==> src/rtl/cpu_io_pkg.sv <==
// Shared types and constants for the CPU output-bus receiver.
// Imported by the FIFO and by the port wrapper.
package cpu_io_pkg;

    localparam int DATA_W = 8;

    typedef logic [DATA_W-1:0] io_byte_t;

    localparam logic [7:0] DROP_CNT_MAX = 8'hFF;

endpackage

==> src/rtl/sync_fifo.sv <==
// Single-clock circular buffer. The pointers carry one extra MSB so that
// full and empty are both distinguishable while the index bits are equal.
module sync_fifo
    import cpu_io_pkg::*;
#(
    parameter int DATA_W = cpu_io_pkg::DATA_W,
    parameter int DEPTH  = 8,
    localparam int AW    = $clog2(DEPTH),
    localparam int PTR_W = AW + 1
) (
    input  logic              clk,
    input  logic              reset,
    input  logic              wr_en,
    input  logic [DATA_W-1:0] wr_data,
    input  logic              rd_en,
    output logic [DATA_W-1:0] rd_data,
    output logic              empty,
    output logic              full,
    output logic [PTR_W-1:0]  count
);

    logic [DATA_W-1:0] mem [DEPTH];
    logic [PTR_W-1:0]  wr_ptr;
    logic [PTR_W-1:0]  rd_ptr;

    always_ff @(posedge clk) begin
        if (reset) begin
            wr_ptr <= '0;
            rd_ptr <= '0;
        end else begin
            if (wr_en) wr_ptr <= wr_ptr + PTR_W'(1);
            if (rd_en) rd_ptr <= rd_ptr + PTR_W'(1);
        end
    end

    // Storage has no reset; stale contents are never visible while empty.
    always_ff @(posedge clk) begin
        if (wr_en) mem[wr_ptr[AW-1:0]] <= wr_data;
    end

    assign rd_data = mem[rd_ptr[AW-1:0]];
    assign empty   = (wr_ptr == rd_ptr);
    assign full    = (wr_ptr[AW-1:0] == rd_ptr[AW-1:0]) && (wr_ptr[AW] != rd_ptr[AW]);
    assign count   = wr_ptr - rd_ptr;

endmodule

==> src/rtl/cpu_out_port.sv <==
// Receiving end of the CPU output bus: buffers every write in a FIFO,
// streams it out over valid/ready, and tracks writes lost to a full buffer.
module cpu_out_port
    import cpu_io_pkg::*;
#(
    parameter int DATA_W = cpu_io_pkg::DATA_W,
    parameter int DEPTH  = 8,
    parameter int CNT_W  = $clog2(DEPTH) + 1
) (
    input  logic              CLK,
    input  logic              reset,
    input  logic              out_we,
    input  logic [DATA_W-1:0] out_data,
    output logic              m_valid,
    output logic [DATA_W-1:0] m_data,
    input  logic              m_ready,
    output logic              full,
    output logic [CNT_W-1:0]  count,
    output logic              overflow,
    output logic [7:0]        drop_cnt,
    input  logic              clr_ovf
);

    localparam int PTR_W = $clog2(DEPTH) + 1;

    logic             empty;
    logic             rd_acc;
    logic             wr_acc;
    logic             drop;
    logic [PTR_W-1:0] fifo_count;

    assign m_valid = ~empty;
    assign rd_acc  = m_valid & m_ready;
    // A same-cycle read frees the slot, so a draining full FIFO still accepts.
    assign wr_acc  = out_we & (~full | rd_acc);
    assign drop    = out_we & ~wr_acc;
    assign count   = CNT_W'(fifo_count);

    sync_fifo #(
        .DATA_W (DATA_W),
        .DEPTH  (DEPTH)
    ) u_fifo (
        .clk     (CLK),
        .reset   (reset),
        .wr_en   (wr_acc),
        .wr_data (out_data),
        .rd_en   (rd_acc),
        .rd_data (m_data),
        .empty   (empty),
        .full    (full),
        .count   (fifo_count)
    );

    // A drop coinciding with a clear wins: the counter restarts at one.
    always_ff @(posedge CLK) begin
        if (reset) begin
            overflow <= 1'b0;
            drop_cnt <= '0;
        end else if (drop) begin
            overflow <= 1'b1;
            if (clr_ovf)
                drop_cnt <= 8'd1;
            else if (drop_cnt != DROP_CNT_MAX)
                drop_cnt <= drop_cnt + 8'd1;
        end else if (clr_ovf) begin
            overflow <= 1'b0;
            drop_cnt <= '0;
        end
    end

endmodule

==> config.mk <==
export PLATFORM = sky130hd
export DESIGN_NAME = cpu_out_port
export DESIGN_NICKNAME = d
export VERILOG_FILES = /design/src/rtl/cpu_io_pkg.sv /design/src/rtl/sync_fifo.sv /design/src/rtl/cpu_out_port.sv
export SDC_FILE = /design/constraint.sdc
export NUM_CORES = 1
export LEC_CHECK = 0
export CAP_MARGIN = 20
export CORE_ASPECT_RATIO = 0.8
export CORE_MARGIN = 3
export CORE_UTILIZATION = 40
export DETAILED_ROUTE_END_ITERATION = 8
export HOLD_SLACK_MARGIN = 0.12
export RECOVER_POWER = 50
export SLEW_MARGIN = 20
export SYNTH_ARGS = -nofsm -noshare
export SYNTH_HDL_FRONTEND = slang
export SYNTH_SLANG_ARGS = --single-unit
==> constraint.sdc <==
create_clock -name CLK -period 4 [get_ports CLK]
set_input_delay 0.8 -clock CLK [delete_from_list [all_inputs] [get_ports CLK]]
set_output_delay 0.8 -clock CLK [all_outputs]
set_load 0.1 [all_outputs]
==> results of run 1 <==
registers in the layout (all words and copies together), names as in the netlist, named ones only:
name and cells:
drop_cnt 8, overflow 1, u_fifo.wr_ptr 4, u_fifo.mem 64, u_fifo.rd_ptr 4
synth_stat cells (2+ instances only):
cell | instances | area, µm²
o21ai_0 | 3 | 15.0
edfxtp_1 | 64 | 1920
clkbuf_1 | 3 | 11.3
or3_2 | 2 | 15.0
o211ai_1 | 3 | 22.5
buf_2 | 2 | 10.0
mux2i_1 | 2 | 20.0
mux2_2 | 8 | 90.1
buf_1 | 2 | 7.51
nand2_1 | 7 | 26.3
nor4_1 | 2 | 12.5
nand3_1 | 4 | 20.0
xor2_1 | 3 | 26.3
o31ai_1 | 5 | 37.5
xnor2_1 | 4 | 35.0
a21oi_1 | 10 | 50.1
mux4_2 | 16 | 360
and3_2 | 2 | 15.0
inv_1 | 8 | 30.0
or4_1 | 5 | 37.5
dfxtp_1 | 20 | 400
nor3_1 | 5 | 25.0
nor2_1 | 14 | 52.6
ha_1 | 6 | 75.1
power by group through the flow:
stage | Combinational (mW) | Clock, mW | Sequential, mW
after floorplan | 0.521 | 0 | 0.994
after global placement | 0.647 | 0 | 1.01
after detailed placement | 0.650 | 0 | 1.01
after CTS | 0.652 | 0.547 | 0.987
after global routing | 0.674 | 0.580 | 0.991
final | 0.640 | 0.531 | 0.986
cell families (layout without fill, tap and decap cells):
| logic type | Yosys count | in the layout | synth area share, % |
|---|---|---|---|
| adder cells (fa/ha/maj) | 7 | 7 | 2.71 |
| multiplexers | 26 | 26 | 13.4 |
| XOR/XNOR | 9 | 9 | 2.68 |
| AND/OR/NAND/NOR | 49 | 49 | 7.50 |
| flip-flops | 84 | 84 | 66.3 |
| AO/OA/AOI/OAI | 27 | 27 | 5.14 |
| buffers and inverters | 17 | 66 | 2.28 |
per-stage QoR:
stage	cell area [µm²]	hold slack [ps]	instances
floorplan	3500	534	219
global placement	3960	459	360
detailed placement	3960	466	360
CTS	4140	479	376
global route	4130	497	376
finish	4130	476	376
layer usage:
metal	wire length, µm	part of all wire, %
met1	3240	49
met4	70	1.1
met3	319	4.8
met2	3020	45
met5	0	0
worst max-delay path: stages (launching register included):
cell and delay, ps:
dfxtp_1 880, mux4_2 430, mux2_2 300, buf_4 240
how the worst min path moves through the flow:
stage,depth (start not counted),start,end
floorplan,2,u_fifo.wr_ptr[3],u_fifo.wr_ptr[3]
global placement,2,overflow,overflow
detailed placement,2,overflow,overflow
CTS,2,overflow,overflow
global route,2,overflow,overflow
finish,2,overflow,overflow
layout make-up:
type                    instances  area (µm²)
clock inverters                 6        47.5
well taps                     108         135
inverters                       8        30.0
repair buffers                 42         364
multi-input cells             118        1100
fillers                       695        4110
clock buffers                  10         128
flip-flops and latches         84        2320
==> flow_metrics.env, run 1 <==
export IMPL_critPathCapture="m_data[7]"
export IMPL_clk_latency_ps=340
export IMPL_p_clk_share_pct=24.6
export IMPL_grt_max_degree=17
export IMPL_root_buffer="clkbuf_8"
export IMPL_antenna_violating_nets_post_route=0
export IMPL_drive_gt1_share_pct=25.4
export IMPL_cts_tree="yes"
export IMPL_endpoint_kind="output port"
export IMPL_timing_slew_headroom_pct=35.1
export IMPL_die_width_um=111
export IMPL_ir_worst_vdd_mv=0.417
export IMPL_route_detailed_drc=0
export IMPL_p_leak_nw=1.34
export IMPL_reg2reg_slack_ps=1360
export IMPL_grt_pass1_vias=2001
export IMPL_h_tree_depth=3
export IMPL_synth_cell_type_count=43
export IMPL_postCtsHoldBufs=0
export IMPL_synth_edff_count=64
export IMPL_rr_worst_depth=6
export IMPL_synth_main_ff_cell="edfxtp_1"
export IMPL_clkTransAtPathRegs_ps=80
export IMPL_reg2reg_from="u_fifo.wr_ptr[0]"
export IMPL_tightest_slew_ps=970
export IMPL_swShare_pct=36.1
export IMPL_final_common_cell="edfxtp_1"
export IMPL_io_pins=36
export IMPL_fin_skew_ps=8.82
export IMPL_finalCriticalPeriod_ps=3000
export IMPL_grtUsageTotal_pct=14.3
export IMPL_syn_to_final_growth_pct=17.7
export IMPL_total_power_mw=2.16
export IMPL_final_cell_mix="64 x edfxtp_1, 20 x dfxtp_1, 20 x buf_4"
export IMPL_switchingPower_uw=778
export IMPL_pwr_share_seq_pct=45.7
export IMPL_worst_slack_ps=1000
export IMPL_combinationalPowerShare_pct=29.7
export IMPL_pre_cts_slack_ps=1200
export IMPL_internal_power_mw=1.38
export IMPL_diodes=0
export IMPL_cts_buffers=9
export IMPL_met1_usage_pct=20.2
export IMPL_dr_total_vias=1995
export IMPL_fin_nets=283
export IMPL_met3_usage_pct=4.36
export IMPL_rsz0062_at_grt="no"
export IMPL_via_per_inst=5.31
export IMPL_top_usage_layer="met2"
export IMPL_async_flop_share_pct=0
export IMPL_grt_first_pass_wirelength_um=10800
export IMPL_clockBufferDepth=2
export IMPL_wl_per_cell_um=17.7
export IMPL_max_freq_mhz=334
export IMPL_antenna_found_initial=0
export IMPL_hold_viol=0
export IMPL_status="completed"
export IMPL_firstDrtPassIters=4
export IMPL_die_h_um=89.7
export IMPL_fin_setup_tns_ps=0
export IMPL_cts_sinks=84
export IMPL_final_util_pct=50.1
export IMPL_syn_avg_cell_area_um2=16.0
export IMPL_max_cap_violations=0
export IMPL_hold_class="reg2reg"
export IMPL_path_class="reg2out"
export IMPL_r2r_end="u_fifo.mem[2][1]"
export IMPL_globalplace_congestion=0.775
export IMPL_post_route_period_util_pct=74.9
export IMPL_worstPathRequired_ps=3200
export IMPL_dp_hpwl_um=4360
export IMPL_start_kind="register"
export IMPL_placeableCoreArea_um2=8240
export IMPL_setup_viol=0
export IMPL_synthCells=219
export IMPL_ys_ff_latch=84
export IMPL_power_density_nw_per_um2=523
export IMPL_synth_nets=239
export IMPL_rows=29
export IMPL_yosys_warnings=0
export IMPL_ys_seq_area_share_pct=66.3
export IMPL_start_util_pct=42.5
export IMPL_cts_resized=0
export IMPL_routed_wirelength_um=6650
export IMPL_die_area_um2=9930
export IMPL_synthesis_area_um2=3500
export IMPL_maxSlewViolCount=0
export IMPL_first_iter_violations=96
export IMPL_overflow=0
export IMPL_grtUsageMet2_pct=21.4
export IMPL_arrival_ps=2200
export IMPL_place_port_buffers=35
export IMPL_path_max_fanout=16
export IMPL_post_cts_setup_buffers=0
Note: power is estimated with default switching activity, not from simulation.
==> inputs of run 2 (changes only) <==
==> constraint.sdc (replaced) <==
create_clock -name CLK -period 3 [get_ports CLK]
set_input_delay 0.6 -clock CLK [delete_from_list [all_inputs] [get_ports CLK]]
set_output_delay 0.6 -clock CLK [all_outputs]
set_load 0.1 [all_outputs]
==> flow_metrics.env, run 2 (same netlist as run 1, synthesis figures left out) <==
export IMPL_via_per_inst=5.24
export IMPL_placeableCoreArea_um2=8240
export IMPL_combinationalPowerShare_pct=31.8
export IMPL_rows=29
export IMPL_overflow=0
export IMPL_setup_viol=0
export IMPL_clk_latency_ps=350
export IMPL_path_class="reg2out"
export IMPL_dp_hpwl_um=4260
export IMPL_reg2reg_slack_ps=590
export IMPL_start_kind="register"
export IMPL_postPlaceCellArea_um2=4100
export IMPL_hold_class="reg2reg"
export IMPL_grt_pass1_vias=1992
export IMPL_postCtsHoldBufs=0
export IMPL_timing_slew_headroom_pct=22.1
export IMPL_multi_input_area_um2=1110
export IMPL_globalplace_congestion=0.724
export IMPL_regArea_um2=2320
export IMPL_internal_power_mw=2.13
export IMPL_swShare_pct=32.7
export IMPL_root_buffer="clkbuf_8"
export IMPL_tightest_slew_ps=1170
export IMPL_clkTransAtPathRegs_ps=70
export IMPL_die_width_um=111
export IMPL_r2r_end="u_fifo.mem[1][7]"
export IMPL_cts_sinks=84
export IMPL_diodes=0
export IMPL_route_detailed_drc=0
export IMPL_dr_total_vias=1977
export IMPL_status="completed"
export IMPL_largest_register_ff_count=64
export IMPL_power_density_nw_per_um2=741
export IMPL_grtUsageTotal_pct=13.8
export IMPL_antenna_violating_nets_post_route=0
export IMPL_post_cts_setup_buffers=0
export IMPL_hold_viol=0
export IMPL_final_cell_mix="64 x edfxtp_1, 20 x dfxtp_1, 16 x mux4_2"
export IMPL_cts_buffers=9
export IMPL_arrival_ps=2030
export IMPL_n_fill_cell=686
export IMPL_p_leak_nw=1.42
export IMPL_wl_per_cell_um=17.2
export IMPL_final_common_cell="edfxtp_1"
export IMPL_pwr_share_seq_pct=41.3
export IMPL_switchingPower_mw=1.03
export IMPL_h_tree_depth=3
export IMPL_rsz0062_at_grt="no"
export IMPL_fin_setup_tns_ps=0
export IMPL_start_util_pct=42.5
export IMPL_ir_worst_vdd_mv=0.366
export IMPL_path_max_fanout=16
export IMPL_rr_worst_depth=6
export IMPL_cts_resized=0
export IMPL_p_clk_share_pct=26.9
export IMPL_critPathCapture="m_data[7]"
export IMPL_routed_wirelength_um=6470
export IMPL_final_cell_area_um2=4270
export IMPL_fin_nets=284
export IMPL_endpoint_kind="output port"
export IMPL_firstDrtPassIters=4
export IMPL_finalCriticalPeriod_ps=2630
export IMPL_fin_skew_ps=10.4
export IMPL_clockBufferDepth=2
export IMPL_grt_max_degree=17
export IMPL_max_cap_violations=0
export IMPL_drive_gt1_share_pct=26.0
export IMPL_post_route_period_util_pct=87.6
export IMPL_io_pins=36
export IMPL_reg2reg_from="u_fifo.wr_ptr[0]"
export IMPL_first_iter_violations=66
export IMPL_syn_to_final_growth_pct=21.7
export IMPL_max_freq_mhz=380
export IMPL_die_area_um2=9930
export IMPL_antenna_found_initial=0
export IMPL_die_h_um=89.7
export IMPL_maxSlewViolCount=0
export IMPL_place_port_buffers=35
export IMPL_cts_tree="yes"
export IMPL_grt_first_pass_wirelength_um=10600
export IMPL_worstPathRequired_ps=2400
run 2: layout make-up:
| type | instances | area share, % |
|---|---|---|
| Clock inverter | 4 | 1.73 |
| Inverter | 8 | 0.704 |
| Tap cell | 108 | 3.17 |
| Clock buffer | 12 | 3.17 |
| Sequential cell | 84 | 54.4 |
| Timing Repair Buffer | 43 | 10.7 |
| Multi-Input combinational cell | 118 | 26.1 |
run 2: critical path, cell delays in order (launching register included):
cell,delay [ps]
dfxtp_1,310
buf_4,310
mux4_2,570
mux2_2,320
buf_12,170
run 2: worst min path at each step:
stage,to,cells past startpoint,from,slack (ps)
after CTS,overflow,2,overflow,480
after global placement,overflow,2,overflow,460
final,overflow,2,overflow,480
after detailed placement,overflow,2,overflow,470
after floorplan,u_fifo.wr_ptr[3],2,u_fifo.wr_ptr[3],530
after global routing,overflow,2,overflow,500
run 2: stage by stage:
step | cells | hold WS (ps) | worst slack (ps) | util (%) | power [mW]
3_5_place_dp | 361 | 471 | 511 | 49.8 | 2.35
6_report | 377 | 477 | 371 | 51.8 | 3.16
2_1_floorplan | 219 | 534 | 172 | - | 2.03
5_1_grt | 377 | 500 | 260 | 51.8 | 3.28
3_3_place_gp | 361 | 463 | 555 | 49.8 | 2.35
4_1_cts | 377 | 483 | 314 | 52.3 | 3.20
run 2: layer usage:
layer  routed length (µm)  vias to the layer above  track usage (%)  part of all wire, %
met5                    0                        -                0                    0
met4                   57                        0             3.69                 0.88
met3                  300                        7             4.50                  4.6
met2                 2940                       38             20.5                   45
met1                 3170                      987             19.6                   49
li1                     -                      945                -                    -
run 2: power by group through the flow:
stage / logic [mW] / registers [mW] / clock network, mW
floorplan: 0.704 / 1.33 / 0
global placement: 1.02 / 1.33 / 0
detailed placement: 1.02 / 1.33 / 0
CTS: 1.02 / 1.31 / 0.875
global route: 1.05 / 1.31 / 0.921
finish: 1.01 / 1.31 / 0.851
==> inputs of run 3 (changes only) <==
--- a/config.mk
+++ b/config.mk
@@ -11,6 +11,7 @@
 export CORE_UTILIZATION = 40
 export DETAILED_ROUTE_END_ITERATION = 8
 export HOLD_SLACK_MARGIN = 0.12
+export MAX_ROUTING_LAYER = met4
 export RECOVER_POWER = 50
 export SLEW_MARGIN = 20
 export SYNTH_ARGS = -nofsm -noshare
==> flow_metrics.env, run 3 (same netlist as run 1, synthesis figures left out) <==
export IMPL_placed_cells=361
export IMPL_overflow=0
export IMPL_final_common_cell="edfxtp_1"
export IMPL_fin_nets=284
export IMPL_syn_to_final_growth_pct=21.7
export IMPL_grt_first_pass_wirelength_um=10600
export IMPL_status="completed"
export IMPL_placeableCoreArea_um2=8240
export IMPL_rsz0062_at_grt="no"
export IMPL_antenna_found_initial=0
export IMPL_power_density_nw_per_um2=742
export IMPL_worst_slack_ps=367
export IMPL_io_pins=36
export IMPL_postPlaceCellArea_um2=4100
export IMPL_globalplace_congestion=0.733
export IMPL_fin_skew_ps=11.9
export IMPL_firstDrtPassIters=4
export IMPL_route_detailed_drc=0
export IMPL_reg2reg_slack_ps=590
export IMPL_endpoint_kind="output port"
export IMPL_fin_cells=377
export IMPL_tightest_slew_ps=1170
export IMPL_cts_sinks=84
export IMPL_final_cell_area_um2=4270
export IMPL_setup_viol=0
export IMPL_clockBufferDepth=2
export IMPL_timing_slew_headroom_pct=22.1
export IMPL_max_freq_mhz=380
export IMPL_whs_ps=477
export IMPL_dp_hpwl_um=4260
export IMPL_pre_cts_slack_ps=511
export IMPL_cts_resized=0
export IMPL_reg2reg_from="u_fifo.wr_ptr[0]"
export IMPL_cts_buffers=9
export IMPL_place_port_buffers=35
export IMPL_rows=29
export IMPL_final_cell_mix="64 x edfxtp_1, 20 x dfxtp_1, 16 x mux4_2"
export IMPL_arrival_ps=2030
export IMPL_hold_path_endpoint="overflow"
export IMPL_postCtsHoldBufs=0
export IMPL_final_util_pct=51.8
export IMPL_die_h_um=89.7
export IMPL_hold_viol=0
export IMPL_max_cap_violations=0
export IMPL_antenna_violating_nets_post_route=0
export IMPL_post_cts_setup_buffers=0
export IMPL_r2r_end="u_fifo.mem[1][7]"
export IMPL_worstPathRequired_ps=2400
export IMPL_dr_total_vias=1993
export IMPL_clkTransAtPathRegs_ps=70
export IMPL_cts_tree="yes"
export IMPL_diodes=0
export IMPL_fin_setup_tns_ps=0
export IMPL_path_max_fanout=16
export IMPL_ir_worst_vdd_mv=0.366
export IMPL_grt_max_degree=17
export IMPL_path_class="reg2out"
export IMPL_clk_latency_ps=350
export IMPL_first_iter_violations=74
export IMPL_die_width_um=111
export IMPL_start_kind="register"
export IMPL_routed_wirelength_um=6510
export IMPL_drive_gt1_share_pct=26.0
export IMPL_start_util_pct=42.5
export IMPL_total_power_mw=3.17
export IMPL_grt_pass1_vias=1988
export IMPL_wl_per_cell_um=17.3
export IMPL_root_buffer="clkbuf_8"
export IMPL_largest_register_ff_count=64
export IMPL_hold_depth=2
export IMPL_die_area_um2=9930
export IMPL_finalCriticalPeriod_ps=2630
export IMPL_hold_class="reg2reg"
export IMPL_post_route_period_util_pct=87.8
export IMPL_hold_start="overflow"
export IMPL_grtUsageTotal_pct=14.2
export IMPL_h_tree_depth=3
export IMPL_maxSlewViolCount=0
export IMPL_via_per_inst=5.29
export IMPL_rr_worst_depth=6
export IMPL_p_leak_nw=1.42
==> run 3: cell counts in the layout (fill, tap and decap cells not counted) <==
Identical to the previous run, type by type.
==> run 3: power by group <==
group / internal, mW / switching [mW] / total (mW)
clock: 0.472 / 0.381 / 0.853
combinational: 0.371 / 0.637 / 1.01
sequential: 1.29 / 0.0195 / 1.31
total: 2.13 / 1.04 / 3.17
==> run 3: cell type report <==
cell class	count	area [µm²]
Sequential cell	84	2320
Inverter	8	30.0
Clock buffer	12	135
Clock inverter	4	73.8
Fill cell	686	3970
Multi-Input combinational cell	118	1110
Timing Repair Buffer	43	457
Tap cell	108	135
==> run 3: how the worst max path moves through the flow <==
stage | endpoint | slack, ps | cells past startpoint
2_1_floorplan | full | 170 | 4
3_3_place_gp | u_fifo.mem[6][5] | 550 | 3
3_5_place_dp | u_fifo.mem[5][5] | 510 | 3
4_1_cts | m_data[7] | 310 | 4
5_1_grt | m_data[7] | 260 | 4
6_report | m_data[7] | 370 | 4
==> run 3: layer usage <==
layer	global-route usage, %	vias to the layer above	share of wire (%)
met3	4.36	7	4.0
met1	19.6	995	50
met4	3.69	0	0.65
met5	-	-	0
met2	20.5	45	45
li1	-	946	-
==> run 3: critical path, cell delays in order (launching register included) <==
cell and delay, ps:
dfxtp_1 310, buf_4 310, mux4_2 580, mux2_2 320
buf_12 170
